`src/rtl/mdio_pkg.sv`:
```
// mdio_pkg: frame layout, opcodes and FSM encoding shared by the MDIO peripheral and controller
package mdio_pkg;
  localparam int OP_W   = 2;
  localparam int PHY_W  = 5;
  localparam int REG_W  = 5;
  localparam int DATA_W = 16;
  localparam int HDR_W  = OP_W + PHY_W + REG_W;
  localparam logic [1:0] ST_PATTERN = 2'b01;
  localparam logic [1:0] OP_WRITE   = 2'b01;
  localparam logic [1:0] OP_READ    = 2'b10;
  localparam logic [4:0] BIT_OP       = 5'd2;
  localparam logic [4:0] BIT_REG_LAST = 5'd13;
  localparam logic [4:0] BIT_TA_LAST  = 5'd15;
  localparam logic [4:0] CNT_RD_TA    = 5'd15;
  localparam logic [4:0] BIT_LAST     = 5'd31;
  localparam logic [2:0] S_IDLE  = 3'd0;
  localparam logic [2:0] S_HDR   = 3'd1;
  localparam logic [2:0] S_TA    = 3'd2;
  localparam logic [2:0] S_WDATA = 3'd3;
  localparam logic [2:0] S_RDATA = 3'd4;
  localparam logic [2:0] S_SKIP  = 3'd5;
endpackage

```
`src/rtl/mdio_peripheral_if.sv`:
```
// mdio_peripheral_if: MDIO serial lines plus the register-side strobe/data bus
interface mdio_peripheral_if;
  logic        MDC;
  logic        MDIO_OE;
  logic        MDIO_OUT;
  logic        MDIO_IN;
  logic        MDIO_DRV;
  logic [4:0]  ADDR;
  logic [15:0] WR_DATA;
  logic        WR_STB;
  logic        RD_STB;
  logic [15:0] RD_DATA;
  modport slave (
    input  MDC, MDIO_OE, MDIO_OUT, RD_DATA,
    output MDIO_IN, MDIO_DRV, ADDR, WR_DATA, WR_STB, RD_STB
  );
  modport master (
    output MDC, MDIO_OE, MDIO_OUT, RD_DATA,
    input  MDIO_IN, MDIO_DRV, ADDR, WR_DATA, WR_STB, RD_STB
  );
endinterface

```
`src/rtl/mdc_edge_detect.sv`:
```
// mdc_edge_detect: single-cycle rise/fall pulses of MDC in the CLK domain
module mdc_edge_detect (
  input  logic clk,
  input  logic rst,
  input  logic mdc,
  output logic rise,
  output logic fall
);
  logic mdc_q;
  // previous MDC sample, compared against the live level
  always_ff @(posedge clk)
    if (rst) mdc_q <= 1'b0;
    else mdc_q <= mdc;
  assign rise = mdc & ~mdc_q;
  assign fall = ~mdc & mdc_q;
endmodule

```
`src/rtl/mdio_peripheral.sv`:
```
// mdio_peripheral: preamble-less clause-22 MDIO station exposing a register strobe interface
module mdio_peripheral
  import mdio_pkg::*;
#(
  parameter logic [4:0] PHY_ADDR = 5'b00001
) (
  input logic CLK,
  input logic RESET,
  mdio_peripheral_if.slave bus
);
  logic              rise, fall;
  logic [2:0]        state;
  logic [4:0]        cnt;
  logic              st_seen;
  logic              is_rd;
  logic              rd_pend;
  logic [HDR_W-1:0]  hdr, hdr_n;
  logic [DATA_W-1:0] wsr, wsr_n, tx;
  logic              hdr_ok;
  mdc_edge_detect u_edge (.clk(CLK), .rst(RESET), .mdc(bus.MDC), .rise(rise), .fall(fall));
  assign hdr_n  = {hdr[HDR_W-2:0], bus.MDIO_OUT};
  assign wsr_n  = {wsr[DATA_W-2:0], bus.MDIO_OUT};
  assign hdr_ok = (hdr_n[HDR_W-1 -: OP_W] == OP_WRITE || hdr_n[HDR_W-1 -: OP_W] == OP_READ)
                  && hdr_n[REG_W +: PHY_W] == PHY_ADDR;
  // frame FSM: sample controller bits on MDC rise, drive read data on MDC fall
  always_ff @(posedge CLK)
    if (RESET) begin
      state        <= S_IDLE;
      cnt          <= '0;
      st_seen      <= 1'b0;
      is_rd        <= 1'b0;
      rd_pend      <= 1'b0;
      hdr          <= '0;
      wsr          <= '0;
      tx           <= '0;
      bus.MDIO_IN  <= 1'b0;
      bus.MDIO_DRV <= 1'b0;
      bus.ADDR     <= '0;
      bus.WR_DATA  <= '0;
      bus.WR_STB   <= 1'b0;
      bus.RD_STB   <= 1'b0;
    end else begin
      bus.WR_STB <= 1'b0;
      bus.RD_STB <= 1'b0;
      rd_pend    <= bus.RD_STB;
      if (rd_pend) tx <= bus.RD_DATA;
      if (rise)
        case (state)
          S_IDLE:
            if (bus.MDIO_OE) begin
              if (st_seen && bus.MDIO_OUT == ST_PATTERN[0]) begin
                state   <= S_HDR;
                cnt     <= BIT_OP;
                st_seen <= 1'b0;
              end else st_seen <= bus.MDIO_OUT == ST_PATTERN[1];
            end
          S_HDR:
            if (!bus.MDIO_OE) state <= S_IDLE;
            else begin
              hdr <= hdr_n;
              cnt <= cnt + 5'd1;
              if (cnt == BIT_REG_LAST) begin
                state      <= hdr_ok ? S_TA : S_SKIP;
                is_rd      <= hdr_n[HDR_W-1 -: OP_W] == OP_READ;
                bus.RD_STB <= hdr_ok && hdr_n[HDR_W-1 -: OP_W] == OP_READ;
                if (hdr_ok) bus.ADDR <= hdr_n[REG_W-1:0];
              end
            end
          S_TA: begin
            cnt <= cnt + 5'd1;
            if (is_rd) state <= S_RDATA;
            else if (cnt == BIT_TA_LAST) state <= S_WDATA;
          end
          S_WDATA:
            if (!bus.MDIO_OE) state <= S_IDLE;
            else begin
              wsr <= wsr_n;
              cnt <= cnt + 5'd1;
              if (cnt == BIT_LAST) begin
                bus.WR_DATA <= wsr_n;
                bus.WR_STB  <= 1'b1;
                state       <= S_IDLE;
              end
            end
          S_RDATA: cnt <= cnt + 5'd1;
          S_SKIP: begin
            cnt <= cnt + 5'd1;
            if (cnt == BIT_LAST) state <= S_IDLE;
          end
          default: state <= S_IDLE;
        endcase
      if (fall && state == S_RDATA) begin
        if (cnt == CNT_RD_TA) begin
          bus.MDIO_DRV <= 1'b1;
          bus.MDIO_IN  <= 1'b0;
        end else if (cnt == 5'd0) begin
          bus.MDIO_DRV <= 1'b0;
          bus.MDIO_IN  <= 1'b0;
          state        <= S_IDLE;
        end else begin
          bus.MDIO_IN <= tx[DATA_W-1];
          tx          <= {tx[DATA_W-2:0], 1'b0};
        end
      end
    end
endmodule
```
`src/flat_wrapper.sv`:
```
// flat-port wrapper written by rule: the top's interface ports become plain ports
module mdio_peripheral_flat import mdio_pkg::*;
#(
  parameter logic [4:0] PHY_ADDR = 5'b00001
)
  (CLK, RESET, bus_MDC, bus_MDIO_OE, bus_MDIO_OUT, bus_RD_DATA, bus_MDIO_IN, bus_MDIO_DRV, bus_ADDR, bus_WR_DATA, bus_WR_STB, bus_RD_STB);
  mdio_peripheral_if bus_i ();
  input logic CLK;
  input logic RESET;
  input wire logic [$bits(bus_i.MDC)-1:0] bus_MDC;
  input wire logic [$bits(bus_i.MDIO_OE)-1:0] bus_MDIO_OE;
  input wire logic [$bits(bus_i.MDIO_OUT)-1:0] bus_MDIO_OUT;
  input wire logic [$bits(bus_i.RD_DATA)-1:0] bus_RD_DATA;
  output wire logic [$bits(bus_i.MDIO_IN)-1:0] bus_MDIO_IN;
  output wire logic [$bits(bus_i.MDIO_DRV)-1:0] bus_MDIO_DRV;
  output wire logic [$bits(bus_i.ADDR)-1:0] bus_ADDR;
  output wire logic [$bits(bus_i.WR_DATA)-1:0] bus_WR_DATA;
  output wire logic [$bits(bus_i.WR_STB)-1:0] bus_WR_STB;
  output wire logic [$bits(bus_i.RD_STB)-1:0] bus_RD_STB;
  assign bus_i.MDC = bus_MDC;
  assign bus_i.MDIO_OE = bus_MDIO_OE;
  assign bus_i.MDIO_OUT = bus_MDIO_OUT;
  assign bus_i.RD_DATA = bus_RD_DATA;
  assign bus_MDIO_IN = bus_i.MDIO_IN;
  assign bus_MDIO_DRV = bus_i.MDIO_DRV;
  assign bus_ADDR = bus_i.ADDR;
  assign bus_WR_DATA = bus_i.WR_DATA;
  assign bus_WR_STB = bus_i.WR_STB;
  assign bus_RD_STB = bus_i.RD_STB;
  mdio_peripheral #(.PHY_ADDR(PHY_ADDR)) u_core (.CLK(CLK), .RESET(RESET), .bus(bus_i));
endmodule
```
`config.mk`:
```
export PLATFORM = sky130hd
export DESIGN_NAME = mdio_peripheral_flat
export DESIGN_NICKNAME = d
export VERILOG_FILES = /design/src/rtl/mdio_pkg.sv /design/src/rtl/mdio_peripheral_if.sv /design/src/rtl/mdc_edge_detect.sv /design/src/rtl/mdio_peripheral.sv /design/src/flat_wrapper.sv
export SDC_FILE = /design/constraint.sdc
export NUM_CORES = 1
export LEC_CHECK = 0
export ABC_CLOCK_PERIOD_IN_PS = 2550
export CORE_MARGIN = 2
export CORE_UTILIZATION = 40
export DETAILED_ROUTE_END_ITERATION = 6
export PLACE_DENSITY = 0.72
export SYNTH_ARGS = -nofsm -noshare
export SYNTH_HDL_FRONTEND = slang
export SYNTH_SLANG_ARGS = --single-unit
```
`constraint.sdc`:
```
create_clock -name CLK -period 2.55 [get_ports CLK]
set_clock_uncertainty 0.05 [all_clocks]
set_input_delay 0.51 -clock CLK [delete_from_list [all_inputs] [get_ports CLK]]
set_output_delay 0.51 -clock CLK [all_outputs]
set_load 0.05 [all_outputs]
```
==> out/results.md, run 1 <==
| Quantity | Value | Unit |
|---|---|---|
| Total nets after synthesis | 387 | - |
| Post-placement setup slack | 237.8 | ps |
| Sequential fraction of design power | 54.0 | % |
| Reg-to-reg critical path endpoint | u_core.tx[15] | - |
| Initial standard-cell utilization of the core | 41.71 | % |
| Vias | 2697 | - |
| Total cell area at the placement stage | 3806 | um2 |
| Die Ht | 94.46 | um |
| Sequential cell area | 1582 | um2 |
| Total of flip-flops plus latches after synthesis | 79 | - |
| Gate family responsible for the most delay along the worst path | buffers and inverters | - |
| Pint | 1.747 | mW |
| Insertion delay of the later-clocked pin in the worst-skew pair | 360 | ps |
| Half-perimeter wire length after detailed placement | 4.638 | mm |
| Setup Viol. Count Final | 0 | - |
| First-pass iteration count of the detailed router | 4 | - |
| Largest voltage drop on the vdd net | 0.3551 | mV |
| Worst hold slack after final layout | 416.2 | ps |
| Ant diodes | 0 | - |
| Layout cells sized above 1 | 9.383 | % |
| Worst-path fanout max | 2 | - |
| Async SR Flop Fraction | 0 | % |
| Hold-fix buffers at CTS | 0 | - |
| Fin worst setup slack | 453.2 | ps |
| Number of H-tree levels | 3 | - |
| Largest stage delay on the critical path | 820 | ps |
| Wirelength, routed | 6.773 | mm |
| Worst Hold Depth | 2 | - |
| Crit. End Element | output pin | - |
| Die ar. | 8923 | um2 |
| WL per Instance | 13.36 | um |
| Fillers | 762 | - |
| Core box area | 7848 | um2 |
| First-pass GRT wire length | 11.44 | mm |
| Primary flip-flop cell chosen by synthesis mapping | dfxtp_1 | - |
| Share of power burned in combinational logic | 4.3 | % |
| Number of enable-type register cells in the synthesized netlist | 0 | - |
| Clock-pin slew of the registers on the worst-case setup and hold paths | 90 | ps |
| Top library cells by usage in the layout, fill and taps aside | dfxtp_1 (79), nand2_1 (58), clkdlybuf4s50_1 (44), a21oi_1 (39), nor2_1 (20) | - |
| Cell with the biggest individual delay on the critical path | clkdlybuf4s50_1 | - |
| Kind of critical path | reg -> out | - |
| Relative contribution of the clock network to total power | 41.7 | % |
| CTS Buf Count | 9 | - |
| Max Freq | 476.9 | MHz |
| Most common library cell in the layout ignoring fill and taps | dfxtp_1 | - |
| Post-CTS setup-driven buffer insertion count | 0 | - |
| Post-route cell area | 4010 | um2 |
| Register-to-Register Path Depth | 7 | - |
| Worst Setup Start Kind | flip-flop | - |
| Fraction of power spent switching nets | 24.25 | % |
| Worst R2R Setup Slack | 470 | ps |
| # port buffers | 45 | - |
| Share of the clock period used by the worst path after layout | 82.23 | % |
| TritonCTS clock tree | built | - |
| Gate count of the mapped netlist | 360 | - |
| Worst slew slack as a fraction of its limit | 61.09 | % |
| # nets final | 427 | - |
| Worst R2R Start | u_core.cnt[0] | - |
| Routed Antenna Nets | 0 | - |
| Cell area after synthesis | 3273 | um2 |
| Number of antenna violations at the first check in global routing | 0 | - |
| Remaining routing DRC violations | 0 | - |
| Leakage power summed over all cells | 1.342 | nW |
| Pin count of the biggest net entering global routing | 33 | - |
| Sequential fraction of the synthesis area | 48.32 | % |
| Type of the worst min-delay path | reg -> reg | - |
| Critical path buffers and inverters | 1 | - |
| Sum of overflow across all layers after global routing | 0 | - |
| Slew of the pin with the lowest slew margin | 582.8 | ps |
| Via count of the first global-routing pass | 2529 | - |
| Placer's final routability congestion estimate | 0.8246 | - |
| Number of slew-limit violations in the final report | 0 | - |
| Final number of hold-violating endpoints | 0 | - |
| Endpoint of the worst hold-timing path | u_core.wsr[14] | - |
| Start point of the worst min-delay path | u_core.wsr[14] | - |
| Starting DRT DRC Count | 126 | - |
| Synthesized area per cell | 9.092 | um2 |
| Area grow syn2layout | 22.52 | % |
| P per Cell Area | 575.0 | nW/um2 |
| Worst Path Required | 1990 | ps |
| Count of different cell masters after synthesis | 54 | - |
| Overall die width | 94.46 | um |
| Min cycle time layout | 2097 | ps |
| Aggregate negative setup slack | 0 | ps |
| Area used by multi-input combinational logic | 1539 | um2 |
| Post-detailed-route via-to-cell ratio | 5.320 | - |
| GRT Util Overall | 16.00 | % |
| Worst EP arrival | 1540 | ps |
| Io pins | 46 | - |
| Row count | 32 | - |
| Number of warnings issued by yosys | 0 | - |
| Master cell of the clock root buffer | clkbuf_8 | - |
| Switching pwr | 0.5592 | mW |
| Number of buffers on the longest clock path | 2 | - |
| Clock tree sinks | 79 | - |
| Cells along the critical path | clkdlybuf4s50_1 | - |
| Unrepaired setup endpoints after global routing | false | - |
| Run status | finished, final reports clean | - |
| Number of max-capacitance violations reported | 0 | - |
| Cts repair resizes | 0 | - |
-- routing by layer --
| layer | global-route usage (%) | wire length, um | vias to the layer above |
|---|---|---|---|
| li1 | - | - | 1366 |
| met2 | 26.67 | 3141 | 59 |
| met4 | 5.556 | 79 | 0 |
| met3 | 3.751 | 267 | 10 |
| met5 | 0 | 0 | - |
| met1 | 20.35 | 3284 | 1262 |
-- Yosys cell counts (3+ instances only) --
library cell / number / share of area (%)
a21oi_1: 39 / 6.0
inv_1: 10 / 1.1
o21ai_0: 5 / 0.76
a211oi_1: 18 / 4.1
dfxtp_1: 79 / 48
clkbuf_1: 12 / 1.4
o21ai_1: 5 / 0.76
nand3_1: 9 / 1.4
mux2i_1: 16 / 4.9
nand2_1: 58 / 6.7
and3_1: 3 / 0.57
nor2b_1: 5 / 0.96
a22o_1: 15 / 4.0
nor2_1: 20 / 2.3
nor3_1: 5 / 0.76
buf_2: 10 / 1.5
ha_1: 6 / 2.3
-- sequential cells by signal, summed over array words and instances (netlist names), 3 cells and up --
name                flops
u_core.bus.WR_DATA     16
u_core.state            3
u_core.tx              16
u_core.cnt              5
u_core.hdr             11
u_core.wsr             15
u_core.bus.ADDR         5
-- through the flow --
| step | power [mW] | std cells | util [%] |
|---|---|---|---|
| floorplan | 1.324 | 360 | - |
| global placement | 1.371 | 491 | 48.50 |
| detailed placement | 1.373 | 491 | 48.50 |
| CTS | 2.328 | 507 | 51.10 |
| global route | 2.386 | 507 | 51.10 |
| finish | 2.306 | 507 | 51.10 |
-- how the worst max path moves through the flow --
stage / from / endpoint / slack, ps / cells past startpoint
after floorplan: u_core.cnt[0] / u_core.bus.WR_DATA[10] / 710 / 7
after global placement: bus_MDIO_OE / u_core.bus.ADDR[0] / 320 / 5
after detailed placement: bus_MDC / u_core.state[0] / 240 / 5
after CTS: u_core.bus.WR_DATA[13] / bus_WR_DATA[13] / 440 / 1
after global routing: u_core.cnt[0] / u_core.tx[15] / 310 / 7
final: u_core.bus.MDIO_DRV / bus_MDIO_DRV / 450 / 1
-- cells by family after synthesis --
group,after synthesis,share of synthesized area (%)
compound gates,98,20.03
fa+ha+maj,6,2.294
buf+inv,36,4.664
flops,79,48.32
mux,17,5.237
simple gates,124,19.46
-- final cells by class --
class                           count  area share (%)
Multi-Input combinational cell    245           38.38
Timing Repair Buffer               55           12.98
Inverter                           10          0.9360
Sequential cell                    79           39.44
Clock inverter                      7           1.997
Clock buffer                        9           3.089
Tap cell                          102           3.183
-- power groups by stage --
stage          Clock [mW]  Combinational (mW)  Sequential, mW
6_report            0.961              0.0992            1.25
4_1_cts             0.984              0.0993            1.25
5_1_grt              1.03               0.108            1.25
3_5_place_dp            0              0.0991            1.27
3_3_place_gp            0              0.0976            1.27
2_1_floorplan           0              0.0555            1.27
No activity file was read; power rests on OpenSTA's default activity.
==> inputs of run 2 (changes only) <==
Settings changed: ABC_CLOCK_PERIOD_IN_PS 2550 to 1700, PLACE_DENSITY 0.72 to 0.74.
Clock period 2.55 ns to 1.7 ns, I/O delays scaled along.
==> run 2 against run 1 <==
- the run now ends with negative setup slack left
- worst hold slack lost 120 ps
- sequential share of layout area shrank 4.2 points
- global-route usage increased by 0.95 points
==> out/results.md, run 2 (same netlist as run 1, synthesis figures left out) <==
| Quantity | Value | Unit | vs previous |
|---|---|---|---|
| Reg-to-reg critical path endpoint | u_core.bus.RD_STB | - | was u_core.tx[15] |
| Core box area | 7848 | um2 | unchanged |
| Row count | 32 | - | unchanged |
| Type of the worst min-delay path | in -> reg | - | was reg -> reg |
| Via count of the first global-routing pass | 2586 | - | was 2529 |
| Slew of the pin with the lowest slew margin | 441.2 | ps | was 582.8 ps |
| Routed Antenna Nets | 0 | - | unchanged |
| Insertion delay of the later-clocked pin in the worst-skew pair | 350 | ps | was 360 ps |
| WL per Instance | 13.76 | um | was 13.36 um |
| Top library cells by usage in the layout, fill and taps aside | dfxtp_1 (73), nand2_1 (58), buf_4 (56), a21oi_1 (35), clkdlybuf4s50_1 (18) | - | was dfxtp_1 (79), nand2_1 (58), clkdlybuf4s50_1 (44), a21oi_1 (39), nor2_1 (20) |
| First-pass GRT wire length | 12.13 | mm | was 11.44 mm |
| Number of slew-limit violations in the final report | 0 | - | unchanged |
| Pin count of the biggest net entering global routing | 30 | - | was 33 |
| Number of max-capacitance violations reported | 0 | - | unchanged |
| Number of H-tree levels | 3 | - | unchanged |
| Biggest registers after layout | u_core.bus.WR_DATA (16), u_core.tx (16), u_core.wsr (15) | - | unchanged |
| Clock-pin slew of the registers on the worst-case setup and hold paths | 90 | ps | about the same |
| Hold-fix buffers at CTS | 0 | - | unchanged |
| Half-perimeter wire length after detailed placement | 4.905 | mm | was 4.638 mm |
| Worst Path Required | 1910 | ps | was 1990 ps |
| Worst R2R Setup Slack | -100 | ps | was 470 ps |
| Number of buffers on the longest clock path | 2 | - | unchanged |
| Min cycle time layout | 1800 | ps |  |
| Sum of overflow across all layers after global routing | 0 | - | unchanged |
| Post-detailed-route via-to-cell ratio | 5.207 | - | was 5.320 |
| P per Cell Area | 777.3 | nW/um2 | was 575.0 nW/um2 |
| Starting DRT DRC Count | 159 | - | was 126 |
| Leakage power summed over all cells | 1.623 | nW | was 1.342 nW |
| Initial standard-cell utilization of the core | 41.71 | % | unchanged |
| Run status | complete, but fails checks | - | was finished, final reports clean |
| Register-to-Register Path Depth | 4 | - | was 7 |
| Failing checks | negative setup slack | - |  |
| Master cell of the clock root buffer | clkbuf_8 | - | unchanged |
| CTS Buf Count | 9 | - | unchanged |
| Vias | 2786 | - | was 2697 |
| Fin worst setup slack | -99.82 | ps | was 453.2 ps |
| Post-CTS setup-driven buffer insertion count | 0 | - | unchanged |
| Overall die width | 94.46 | um | unchanged |
| Clock tree sinks | 79 | - | unchanged |
| Final total power | 3.515 | mW | was 2.306 mW |
| # nets final | 455 | - | was 427 |
| Worst R2R Start | u_core.hdr[7] | - | was u_core.cnt[0] |
| Max Freq | 555.6 | MHz |  |
| Critical path origin | u_core.hdr[7] | - | was u_core.bus.MDIO_DRV |
| Layout cells sized above 1 | 32.56 | % | was 9.383% |
| # port buffers | 45 | - | unchanged |
| GRT Util Overall | 16.95 | % | was 16.00% |
| Worst Setup EP | u_core.bus.RD_STB | - | was bus_MDIO_DRV |
| Worst hold slack after final layout | 300.2 | ps | was 416.2 ps |
| Worst Setup Start Kind | flip-flop | - | unchanged |
| Worst slew slack as a fraction of its limit | 70.58 | % | was 61.09% |
| Die ar. | 8923 | um2 | unchanged |
| Kind of critical path | reg -> reg | - | was reg -> out |
| Final number of hold-violating endpoints | 0 | - | unchanged |
| Remaining routing DRC violations | 0 | - | unchanged |
| Area grow syn2layout | 38.15 | % | was 22.52% |
| Crit. End Element | flip-flop | - | was output pin |
| Ant diodes | 0 | - | unchanged |
| First-pass iteration count of the detailed router | 4 | - | unchanged |
| Setup Viol. Count Final | 9 | - | was 0 |
| Unrepaired setup endpoints after global routing | true | - | was false |
| Number of antenna violations at the first check in global routing | 0 | - | unchanged |
| Placer's final routability congestion estimate | 0.8672 | - | was 0.8246 |
| Wirelength, routed | 7.359 | mm | was 6.773 mm |
| Aggregate negative setup slack | -385.2 | ps | was 0 ps |
| Most common library cell in the layout ignoring fill and taps | dfxtp_1 | - | unchanged |
| Largest voltage drop on the vdd net | 0.3513 | mV | was 0.3551 mV |
| Die Ht | 94.46 | um | unchanged |
| Share of the clock period used by the worst path after layout | 105.9 | % |  |
| Worst EP arrival | 2010 | ps | was 1540 ps |
| Worst-path fanout max | 3 | - | was 2 |
| Io pins | 46 | - | unchanged |
| TritonCTS clock tree | built | - | unchanged |
-- run 2: cell types whose count changed in the layout (fill, tap and decap cells not counted), moves of 9 or more --
cell,delta
a211oi_2,+13
a211oi_1,-13
nor2_4,+9
clkdlybuf4s50_1,-26
nor2_1,-12
buf_4,+46
-- run 2: layout make-up --
class	instances	area [um2]
clock buffers	9	123.9
clock inverters	7	83.83
fillers	645	3326
inverters	10	37.54
multi-input cells	245	1812
flip-flops and latches	79	1592
well taps	102	127.6
repair buffers	83	745.7
-- run 2: worst min-delay path by stage --
| stage | startpoint | endpoint | slack [ps] | depth (start not counted) |
|---|---|---|---|---|
| 3_3_place_gp | u_core.hdr[10] | u_core.hdr[10] | 400 | 2 |
| 4_1_cts | RESET | u_core.is_rd | 350 | 2 |
| 5_1_grt | bus_MDC | u_core.u_edge.mdc_q | 300 | 2 |
| 6_report | bus_MDC | u_core.u_edge.mdc_q | 300 | 2 |
| 2_1_floorplan | u_core.wsr[14] | u_core.wsr[14] | 390 | 2 |
| 3_5_place_dp | u_core.hdr[10] | u_core.hdr[10] | 410 | 2 |
-- run 2: worst max-delay path, cell delays in order (launching register included) --
cell and delay [ps]:
dfxtp_2 320, or4b_4 570, nor4_4 340, nand2_1 170
nor3b_2 270
-- run 2: what timing repair did --
action / in CTS / in global routing
setup endpoints to repair: 36 / 35
pin swaps: 2 / 7
gates resized for setup: 14 / 57
cloned: 1 / 1
-- run 2: per-layer routing --
layer  vias to the layer above  track usage, %  share of wire, %
met5                         -               0                 0
met4                         0           5.797               1.2
met3                         8           4.150               3.4
li1                       1420               -                 -
met2                        45           26.55                48
met1                      1313           22.89                47
-- run 2: power by group --
group	leakage, nW	switching [mW]	total (mW)	internal [mW]
Combinational	0.880	0.0967	0.196	0.0991
Sequential	0.640	0.00967	1.86	1.85
Clock	0.103	0.748	1.45	0.707
-- run 2: through the flow --
step / cells / instance area [um2] / setup slack [ps] / util (%)
4_1_cts: 535 / 4282 / -38.66 / 54.56
5_1_grt: 535 / 4522 / -129.0 / 57.62
3_5_place_dp: 518 / 3996 / -340.4 / 50.92
2_1_floorplan: 360 / 3304 / -42.73 / -
6_report: 535 / 4522 / -99.82 / 57.62
3_3_place_gp: 518 / 3996 / -340.0 / 50.92
